===== config.mk =====
export PLATFORM = sky130hd
export DESIGN_NAME = qe_sampler
export DESIGN_NICKNAME = d
export VERILOG_FILES = /design/src/rtl/qe_sampler_pkg.sv /design/src/rtl/qe_tick_timer.sv /design/src/rtl/qe_sampler.sv
export SDC_FILE = /design/constraint.sdc
export NUM_CORES = 1
export LEC_CHECK = 0
export BUFFER_PORTS_ARGS = -buffer_cell sky130_fd_sc_hd__clkbuf_2
export CAP_MARGIN = 20
export CORE_ASPECT_RATIO = 2
export CORE_MARGIN = 5
export CORE_UTILIZATION = 60
export DETAILED_ROUTE_END_ITERATION = 6
export PLACE_DENSITY = 0.8
export SYNTH_ARGS = -nofsm -noshare
export SYNTH_HDL_FRONTEND = slang
export SYNTH_SLANG_ARGS = --single-unit

===== constraint.sdc =====
create_clock -name iCLK -period 3.88 [get_ports iCLK]
set_input_delay 0.388 -clock iCLK [delete_from_list [all_inputs] [get_ports iCLK]]
set_output_delay 0.388 -clock iCLK [all_outputs]
set_load 0.05 [all_outputs]

===== src/rtl/qe_sampler_pkg.sv =====
// qe_sampler_pkg
//   Shared definitions for the quadrature-encoder sampler:
//   CPU register map (region codes and word offsets), CTRL/STATUS
//   bit positions and the sweep FSM state encoding.
package qe_sampler_pkg;

  // address[5:4] selects the region, address[3:0] the word within it
  localparam logic [1:0] REGION_CSR   = 2'b00;
  localparam logic [1:0] REGION_SNAP  = 2'b01;
  localparam logic [1:0] REGION_DELTA = 2'b10;

  localparam logic [3:0] WORD_CTRL      = 4'd0;
  localparam logic [3:0] WORD_PERIOD    = 4'd1;
  localparam logic [3:0] WORD_STATUS    = 4'd2;
  localparam logic [3:0] WORD_SWEEP_CNT = 4'd3;

  localparam int unsigned CTRL_EN_BIT   = 0;
  localparam int unsigned CTRL_IE_BIT   = 1;
  localparam int unsigned CTRL_TRIG_BIT = 2;

  localparam int unsigned STATUS_DONE_BIT    = 0;
  localparam int unsigned STATUS_OVERRUN_BIT = 1;
  localparam int unsigned STATUS_BUSY_BIT    = 2;

  typedef enum logic [2:0] {
    ST_IDLE,
    ST_ISSUE,
    ST_WAIT,
    ST_CAPTURE,
    ST_DONE
  } state_e;

endpackage


===== src/rtl/qe_tick_timer.sv =====
// qe_tick_timer
//   Sample-period down-counter. While disabled it tracks PERIOD; while
//   enabled it counts down and pulses tick for one cycle when it reaches 1,
//   reloading PERIOD at that point. A count of 0 (PERIOD=0) holds forever.
// Ports:
//   clk    - system clock
//   rst_n  - asynchronous reset, active-low
//   en     - CTRL.EN
//   period - PERIOD register
//   tick   - one-cycle sample tick
module qe_tick_timer
  import qe_sampler_pkg::*;
(
  input  logic        clk,
  input  logic        rst_n,
  input  logic        en,
  input  logic [31:0] period,
  output logic        tick
);

  logic [31:0] count_q;
  logic [31:0] count_d;

  always_comb begin
    tick    = 1'b0;
    count_d = count_q;
    if (!en) begin
      count_d = period;
    end else if (count_q == 32'd1) begin
      tick    = 1'b1;
      count_d = period;
    end else if (count_q != '0) begin
      count_d = count_q - 32'd1;
    end
  end

  always_ff @(posedge clk or negedge rst_n) begin
    if (!rst_n) count_q <= '0;
    else        count_q <= count_d;
  end

endmodule


===== src/rtl/qe_sampler.sv =====
// qe_sampler
//   Periodic sweep scheduler and Avalon-MM master for the QUAD_ENCODER
//   count bank. Each sweep reads encoders 0..pENCODERS-1, latches a
//   snapshot per encoder and the signed delta against the previous sweep,
//   and raises DONE (and oIRQ when enabled) at the end.
// Ports:
//   iCLK, iRESET            - clock, asynchronous active-low reset
//   iAVL_*/oAVL_READ_DATA   - CPU slave (registered read data, latency 1)
//   oQE_ADDRESS, oQE_READ   - read request to QUAD_ENCODER
//   iQE_READ_DATA           - encoder count, valid pQE_READ_LATENCY later
//   oIRQ                    - STATUS.DONE & CTRL.IE
module qe_sampler
  import qe_sampler_pkg::*;
#(
  parameter int unsigned pENCODERS        = 5,
  parameter int unsigned pQE_READ_LATENCY = 1,
  parameter int unsigned pDEFAULT_PERIOD  = 50000
) (
  input  logic        iCLK,
  input  logic        iRESET,
  input  logic [5:0]  iAVL_ADDRESS,
  input  logic        iAVL_READ,
  output logic [31:0] oAVL_READ_DATA,
  input  logic        iAVL_WRITE,
  input  logic [31:0] iAVL_WRITE_DATA,
  output logic [3:0]  oQE_ADDRESS,
  output logic        oQE_READ,
  input  logic [31:0] iQE_READ_DATA,
  output logic        oIRQ
);

  localparam logic [3:0] LAST_IDX  = 4'(pENCODERS - 1);
  localparam logic [1:0] WAIT_LAST =
    (pQE_READ_LATENCY > 1) ? 2'(pQE_READ_LATENCY - 2) : 2'd0;

  state_e      state_q, state_d;
  logic [3:0]  idx_q, idx_d;
  logic [1:0]  wcnt_q, wcnt_d;
  logic        en_q, en_d;
  logic        ie_q, ie_d;
  logic [31:0] period_q, period_d;
  logic        done_q, done_d;
  logic        ovr_q, ovr_d;
  logic [31:0] sweep_cnt_q, sweep_cnt_d;
  logic        primed_q, primed_d;
  logic        clr_pend_q, clr_pend_d;
  logic [31:0] rdata_q, rdata_d;
  logic [31:0] snap_q  [pENCODERS];
  logic [31:0] snap_d  [pENCODERS];
  logic [31:0] delta_q [pENCODERS];
  logic [31:0] delta_d [pENCODERS];

  logic        tick;
  logic        wr_csr;
  logic [1:0]  region;
  logic [3:0]  word;
  logic        trig;
  logic        start_req;
  logic        en_fall;
  logic        busy;
  logic [31:0] rd_word;

  qe_tick_timer u_timer (
    .clk    (iCLK),
    .rst_n  (iRESET),
    .en     (en_q),
    .period (period_q),
    .tick   (tick)
  );

  assign region    = iAVL_ADDRESS[5:4];
  assign word      = iAVL_ADDRESS[3:0];
  assign wr_csr    = iAVL_WRITE && (region == REGION_CSR);
  assign trig      = wr_csr && (word == WORD_CTRL) && iAVL_WRITE_DATA[CTRL_TRIG_BIT];
  assign start_req = tick | trig;
  assign busy      = (state_q != ST_IDLE);

  // Control and status registers
  always_comb begin
    en_d     = en_q;
    ie_d     = ie_q;
    period_d = period_q;
    done_d   = done_q;
    ovr_d    = ovr_q;
    if (wr_csr && (word == WORD_CTRL)) begin
      en_d = iAVL_WRITE_DATA[CTRL_EN_BIT];
      ie_d = iAVL_WRITE_DATA[CTRL_IE_BIT];
    end
    if (wr_csr && (word == WORD_PERIOD)) begin
      period_d = iAVL_WRITE_DATA;
    end
    if (wr_csr && (word == WORD_STATUS)) begin
      if (iAVL_WRITE_DATA[STATUS_DONE_BIT])    done_d = 1'b0;
      if (iAVL_WRITE_DATA[STATUS_OVERRUN_BIT]) ovr_d  = 1'b0;
    end
    // hardware set is applied after the W1C so it wins a same-cycle clash
    if (start_req && busy)     ovr_d  = 1'b1;
    if (state_q == ST_DONE)    done_d = 1'b1;
  end

  assign en_fall = en_q & ~en_d;

  // Sweep FSM and snapshot/delta bank
  always_comb begin
    state_d     = state_q;
    idx_d       = idx_q;
    wcnt_d      = wcnt_q;
    snap_d      = snap_q;
    delta_d     = delta_q;
    sweep_cnt_d = sweep_cnt_q;
    primed_d    = primed_q;
    clr_pend_d  = clr_pend_q;

    // Disabling outside a sweep un-primes at once; during a sweep the
    // request is remembered and applied when that sweep finishes.
    if (en_fall) begin
      if (state_q == ST_IDLE) primed_d   = 1'b0;
      else                    clr_pend_d = 1'b1;
    end

    case (state_q)
      ST_IDLE: begin
        if (start_req) begin
          idx_d   = '0;
          state_d = ST_ISSUE;
        end
      end
      ST_ISSUE: begin
        wcnt_d  = '0;
        state_d = (pQE_READ_LATENCY > 1) ? ST_WAIT : ST_CAPTURE;
      end
      ST_WAIT: begin
        if (wcnt_q == WAIT_LAST) state_d = ST_CAPTURE;
        else                     wcnt_d  = wcnt_q + 2'd1;
      end
      ST_CAPTURE: begin
        for (int unsigned i = 0; i < pENCODERS; i++) begin
          if (idx_q == 4'(i)) begin
            delta_d[i] = primed_q ? (iQE_READ_DATA - snap_q[i]) : '0;
            snap_d[i]  = iQE_READ_DATA;
          end
        end
        if (idx_q == LAST_IDX) begin
          state_d = ST_DONE;
        end else begin
          idx_d   = idx_q + 4'd1;
          state_d = ST_ISSUE;
        end
      end
      ST_DONE: begin
        primed_d    = ~(clr_pend_q | en_fall);
        clr_pend_d  = 1'b0;
        sweep_cnt_d = sweep_cnt_q + 32'd1;
        state_d     = ST_IDLE;
      end
      default: state_d = ST_IDLE;
    endcase
  end

  // CPU read mux
  always_comb begin
    rd_word = '0;
    case (region)
      REGION_CSR: begin
        case (word)
          WORD_CTRL: begin
            rd_word[CTRL_EN_BIT] = en_q;
            rd_word[CTRL_IE_BIT] = ie_q;
          end
          WORD_PERIOD: rd_word = period_q;
          WORD_STATUS: begin
            rd_word[STATUS_DONE_BIT]    = done_q;
            rd_word[STATUS_OVERRUN_BIT] = ovr_q;
            rd_word[STATUS_BUSY_BIT]    = busy;
          end
          WORD_SWEEP_CNT: rd_word = sweep_cnt_q;
          default: rd_word = '0;
        endcase
      end
      REGION_SNAP: begin
        for (int unsigned i = 0; i < pENCODERS; i++) begin
          if (word == 4'(i)) rd_word = snap_q[i];
        end
      end
      REGION_DELTA: begin
        for (int unsigned i = 0; i < pENCODERS; i++) begin
          if (word == 4'(i)) rd_word = delta_q[i];
        end
      end
      default: rd_word = '0;
    endcase
  end

  always_comb begin
    rdata_d = rdata_q;
    if (iAVL_READ) rdata_d = rd_word;
  end

  always_ff @(posedge iCLK or negedge iRESET) begin
    if (!iRESET) begin
      state_q     <= ST_IDLE;
      idx_q       <= '0;
      wcnt_q      <= '0;
      en_q        <= 1'b0;
      ie_q        <= 1'b0;
      period_q    <= 32'(pDEFAULT_PERIOD);
      done_q      <= 1'b0;
      ovr_q       <= 1'b0;
      sweep_cnt_q <= '0;
      primed_q    <= 1'b0;
      clr_pend_q  <= 1'b0;
      rdata_q     <= '0;
      for (int unsigned i = 0; i < pENCODERS; i++) begin
        snap_q[i]  <= '0;
        delta_q[i] <= '0;
      end
    end else begin
      state_q     <= state_d;
      idx_q       <= idx_d;
      wcnt_q      <= wcnt_d;
      en_q        <= en_d;
      ie_q        <= ie_d;
      period_q    <= period_d;
      done_q      <= done_d;
      ovr_q       <= ovr_d;
      sweep_cnt_q <= sweep_cnt_d;
      primed_q    <= primed_d;
      clr_pend_q  <= clr_pend_d;
      rdata_q     <= rdata_d;
      for (int unsigned i = 0; i < pENCODERS; i++) begin
        snap_q[i]  <= snap_d[i];
        delta_q[i] <= delta_d[i];
      end
    end
  end

  // Derived straight from the state register so reset drops it immediately
  assign oQE_READ       = (state_q == ST_ISSUE);
  assign oQE_ADDRESS    = idx_q;
  assign oIRQ           = done_q & ie_q;
  assign oAVL_READ_DATA = rdata_q;

endmodule


==> results summary <==
The setup TNS came out at 0 ns. The H-tree depth reported by CTS is 2. After floorplanning, the core was sized to cover roughly 48,000 µm². Global routing used 33.82% of the available tracks across all layers. The combinational power share is between 40 and 50%. The worst setup path is captured at a flip-flop. The number of max-cap violations came out at 0.

The area of the die came out at 53,720 µm². Of the cells placed in the final design, the portion with a size suffix greater than 1 is between 10% and 20%. The final critical-path setup slack is between 0.3 and 0.4 ns.

The first global-routing pass estimated about 150,000 µm of wire. TritonCTS built the clock tree. For this run, the leading register cell type out of synthesis is dfrtp_1. By startpoint and endpoint, the worst setup path is classified as reg2reg. 112 I/O pins were placed. The final standard cell utilization of the core is 66.70%.

The number of non-filler instances in the completed layout came out at 4,038. The number of clock buffers added by TritonCTS is between 40 and 50. The clock passes through at most 3 buffers. The via count is 26,260.

The total of warnings raised by yosys came out at 0. The clock skew is 0.01914 ns. The final-layout worst hold slack came out at roughly 0.053 ns. The number of instances in the synthesized netlist came out at 3,297.

The total placed cells including tap cells is 3,956. The share of total power consumed by net switching came out at 43.31%. The post-cts sizing count came out at 0.

The placed wire-length estimate is 69,610 µm. The net count of the mapped netlist is 3,544. For the worst setup path, the data required time is 4.30 ns. The max-slew violation count is 0.

For this run, the top clock speed supported by timing is 285.7 MHz. Setup repair after global routing left no endpoint under its margin. Entering global routing, the biggest net connects 121 pins. CTS saw 463 sinks. The root buffer cell chosen for the clock tree is clkbuf_16. The die extent in x is 166.4 µm. The worst vdd rail ir drop is 0.3732 mV. The number of antenna violations at the first check in global routing came out at 4.

The die is 322.8 µm tall. The number of port buffers came out at 111. For this configuration, the core starts out at a cell density of 60.71%. The number of core rows is between 100 and 150. The number of enable flip-flop cells after synthesis came out at 0. The relative max-transition margin is 29.00%. The routability congestion estimate from global placement is 1.037. The cell area after layout came out at 32,250 µm². The share of flip-flops with an asynchronous set or reset after synthesis is 100.0%. The post-synthesis cell area came out at 29,360 µm². In this run, the number of DRC markers left after iteration 0 of detailed routing was 2,550. The internal power is approximately 14 mW. Dividing total power by cell area gives a power density of about 790 nW/µm². The share of power burned in the clock network came out at 18.1%. The post-layout net count came out at 3,610. The count of state elements after synthesis came out at 463. The internal reg-to-reg setup slack is 0.38 ns. The sequential fraction of the synthesis area is 39.49%.

The clock latency on the worst-skew pair is about 0.58 ns. The clock edge transition at the registers on the reported setup and hold paths came out at 0.07 ns. The tightest min-delay check is of the in2reg type. Global routing finished with a remaining overflow of 0. The worst-path maximum fanout is 4. The remaining design rule violation count is 0.

The smallest clock period supported by the final layout is computed as 3.501 ns. The area growth from synthesis to final layout came out at 9.871%. Timing analysis after detailed placement gives a worst setup slack of between 0.15 and 0.2 ns. The final number of hold-violating endpoints came out at 0. The ratio of routed vias to standard cells is 6.502. The final critical path takes up 90.22% of the cycle. The post-synthesis cell type count is 99.

The number of nets with antenna violations after routing is 0. For this design the static power due to leakage is 15.09 nW. The slew at the pin closest to its max-slew limit is 1.065 ns. The iteration count of the initial detailed-routing pass came out at 6. Summing internal, switching and leakage power gives 25.46 mW. For this design the total switching power over the nets is 11.02 mW.

The worst path arrival time came out at about 4 ns. Each instance of the synthesized netlist takes up on average 8.904 µm². STA classifies the critical path startpoint as a flip-flop. Of the total power, registers draw 32.2%. The final wirelength came out at 92,370 µm. The number of global-route vias before repair came out at 27,070.

Setup violations remaining at the end of the flow were counted as 0. The run finished with clean final reports. The instance area at placement came out at 30,760 µm².

The detail-routed net length per standard cell is 22.88 µm.
cell families (layout without fill, tap and decap cells):
logic type      count (synthesis)  count (layout)  share of synthesized area [%]
compound gates               1050            1050                          23.03
simple gates                  910             910                          14.07
flops                         463             463                          39.49
buf+inv                       395             495                          5.196
xor+xnor                      176             176                          5.251
fa+ha+maj                     173             173                          7.502
mux                           130             130                          5.464
other cells                     0               3                              0
cell usage after synthesis, drive strengths merged (6+ instances only):
master   count  area, µm²
and3        35      220.2
ha         168       2102
a221oi      18      157.7
nor2       111      416.7
a211oi      18      135.1
a22o        44      385.4
xor2        77      674.4
a21oi      173      865.8
o211ai      11      82.58
a2111oi      9      92.59
mux2i       41      410.4
clkbuf     134      504.2
o32a         7      71.32
o21a        26      195.2
o22ai       44      275.3
nor3        50      255.3
a21o        89      668.1
a222oi      39      390.4
a22oi       23      186.4
nand3       52      260.3
xnor2       99      867.1
buf         31      157.7
o31ai       56      420.4
nor4         9      77.57
o21bai      22      168.9
nand2b      33      206.5
mux2        72      810.8
nor2b       26      162.7
dfstp        6      157.7
a31oi       13      81.33
or3          8      50.05
inv        229      859.6
dfrtp      457      11440
nand2      508       1907
and2        21      132.6
o21ai      392       1962
mux4        17      382.9
or4          7      56.30
o41ai        8      77.58
a41oi        7      61.31
nand4       23      143.9
layout by cell type (no fill, tap or decap), types with 8 or more instances in the layout:
cell type,instances
nor2_1,110
nand4_1,23
mux2i_1,41
buf_4,68
a21oi_1,173
nand2b_1,32
o22ai_1,44
clkbuf_1,14
and2_1,14
o21a_1,26
xor2_1,77
o31ai_1,56
nand3_1,52
and3_1,34
ha_1,168
a222oi_1,39
or3_1,8
a22oi_1,22
inv_1,228
o21ai_0,377
a211oi_1,18
a21o_1,89
o211ai_1,11
a22o_1,44
nor3_1,49
nand2_1,506
nor2b_1,26
mux4_2,17
a221oi_1,18
o21ai_1,15
a31oi_1,13
xnor2_1,99
dfrtp_1,457
o21bai_1,21
clkbuf_16,45
clkbuf_2,108
buf_12,8
mux2_2,72
registers in the layout, summed over array words and instances (netlist names):
name	count
delta_q	160
snap_q	160
oAVL_READ_DATA	32
period_q	32
sweep_cnt_q	32
u_timer.count_q	32
oQE_ADDRESS	4
state_q	3
wcnt_q	2
clr_pend_q	1
done_q	1
en_q	1
ie_q	1
ovr_q	1
primed_q	1
routing by layer:
metal / wire (µm) / global-route usage [%] / share of wire [%]
met4: 6759 / 21.80 / 7.3
met3: 6715 / 4.757 / 7.3
met5: 12 / 0 / 0.013
met2: 45640 / 59.33 / 49
met1: 33250 / 38.66 / 36
cell type report:
| class | count | area, µm² |
|---|---|---|
| Fill cell | 3837 | 16100 |
| Sequential cell | 463 | 11590 |
| Multi-Input combinational cell | 2439 | 16270 |
| Clock buffer | 61 | 1206 |
| Inverter | 230 | 863.3 |
| Clock inverter | 17 | 271.5 |
| Tap cell | 638 | 798.3 |
| Timing Repair Buffer | 187 | 1241 |
| Antenna cell | 3 | 7.507 |
final timing paths:
path                                     from  cells past startpoint            endpoint
max                                snap_q[96]                     11        delta_q[116]
min                        iAVL_WRITE_DATA[6]                      2         period_q[6]
max reg2reg                        snap_q[96]                     11        delta_q[116]
min reg2reg                         wcnt_q[0]                      2           wcnt_q[0]
max in group asynchronous              iRESET                      3  oAVL_READ_DATA[22]
min in group asynchronous              iRESET                      2      oQE_ADDRESS[2]
critical path, cell delays in order (launching register included):
cell and delay, ns:
dfrtp_1 0.42, ha_1 0.21, fa_1 0.38, nor2b_1 0.15, o21ai_0 0.13, a21boi_0 0.35, o2111ai_1 0.29, and2_1 0.26
a2111oi_0 0.61, o211ai_1 0.21, mux2i_1 0.18, o311ai_0 0.15
power groups by stage:
stage / combinational (mW) / sequential [mW] / clock (mW)
after floorplan: 9.15 / 7.78 / 0
after global placement: 11.9 / 8.10 / 0
after detailed placement: 12.3 / 8.20 / 0
after CTS: 12.4 / 8.13 / 4.65
after global routing: 13.9 / 8.38 / 4.82
final: 12.7 / 8.21 / 4.60
repair_timing:
| action | in CTS | in global routing |
|---|---|---|
| hold endpoints to repair | 63 | 0 |
| setup endpoints to repair | 0 | 0 |
| setup buffers | 0 | 0 |
| hold buffers | 1 | 0 |
No activity file was read; power rests on OpenSTA's default activity.
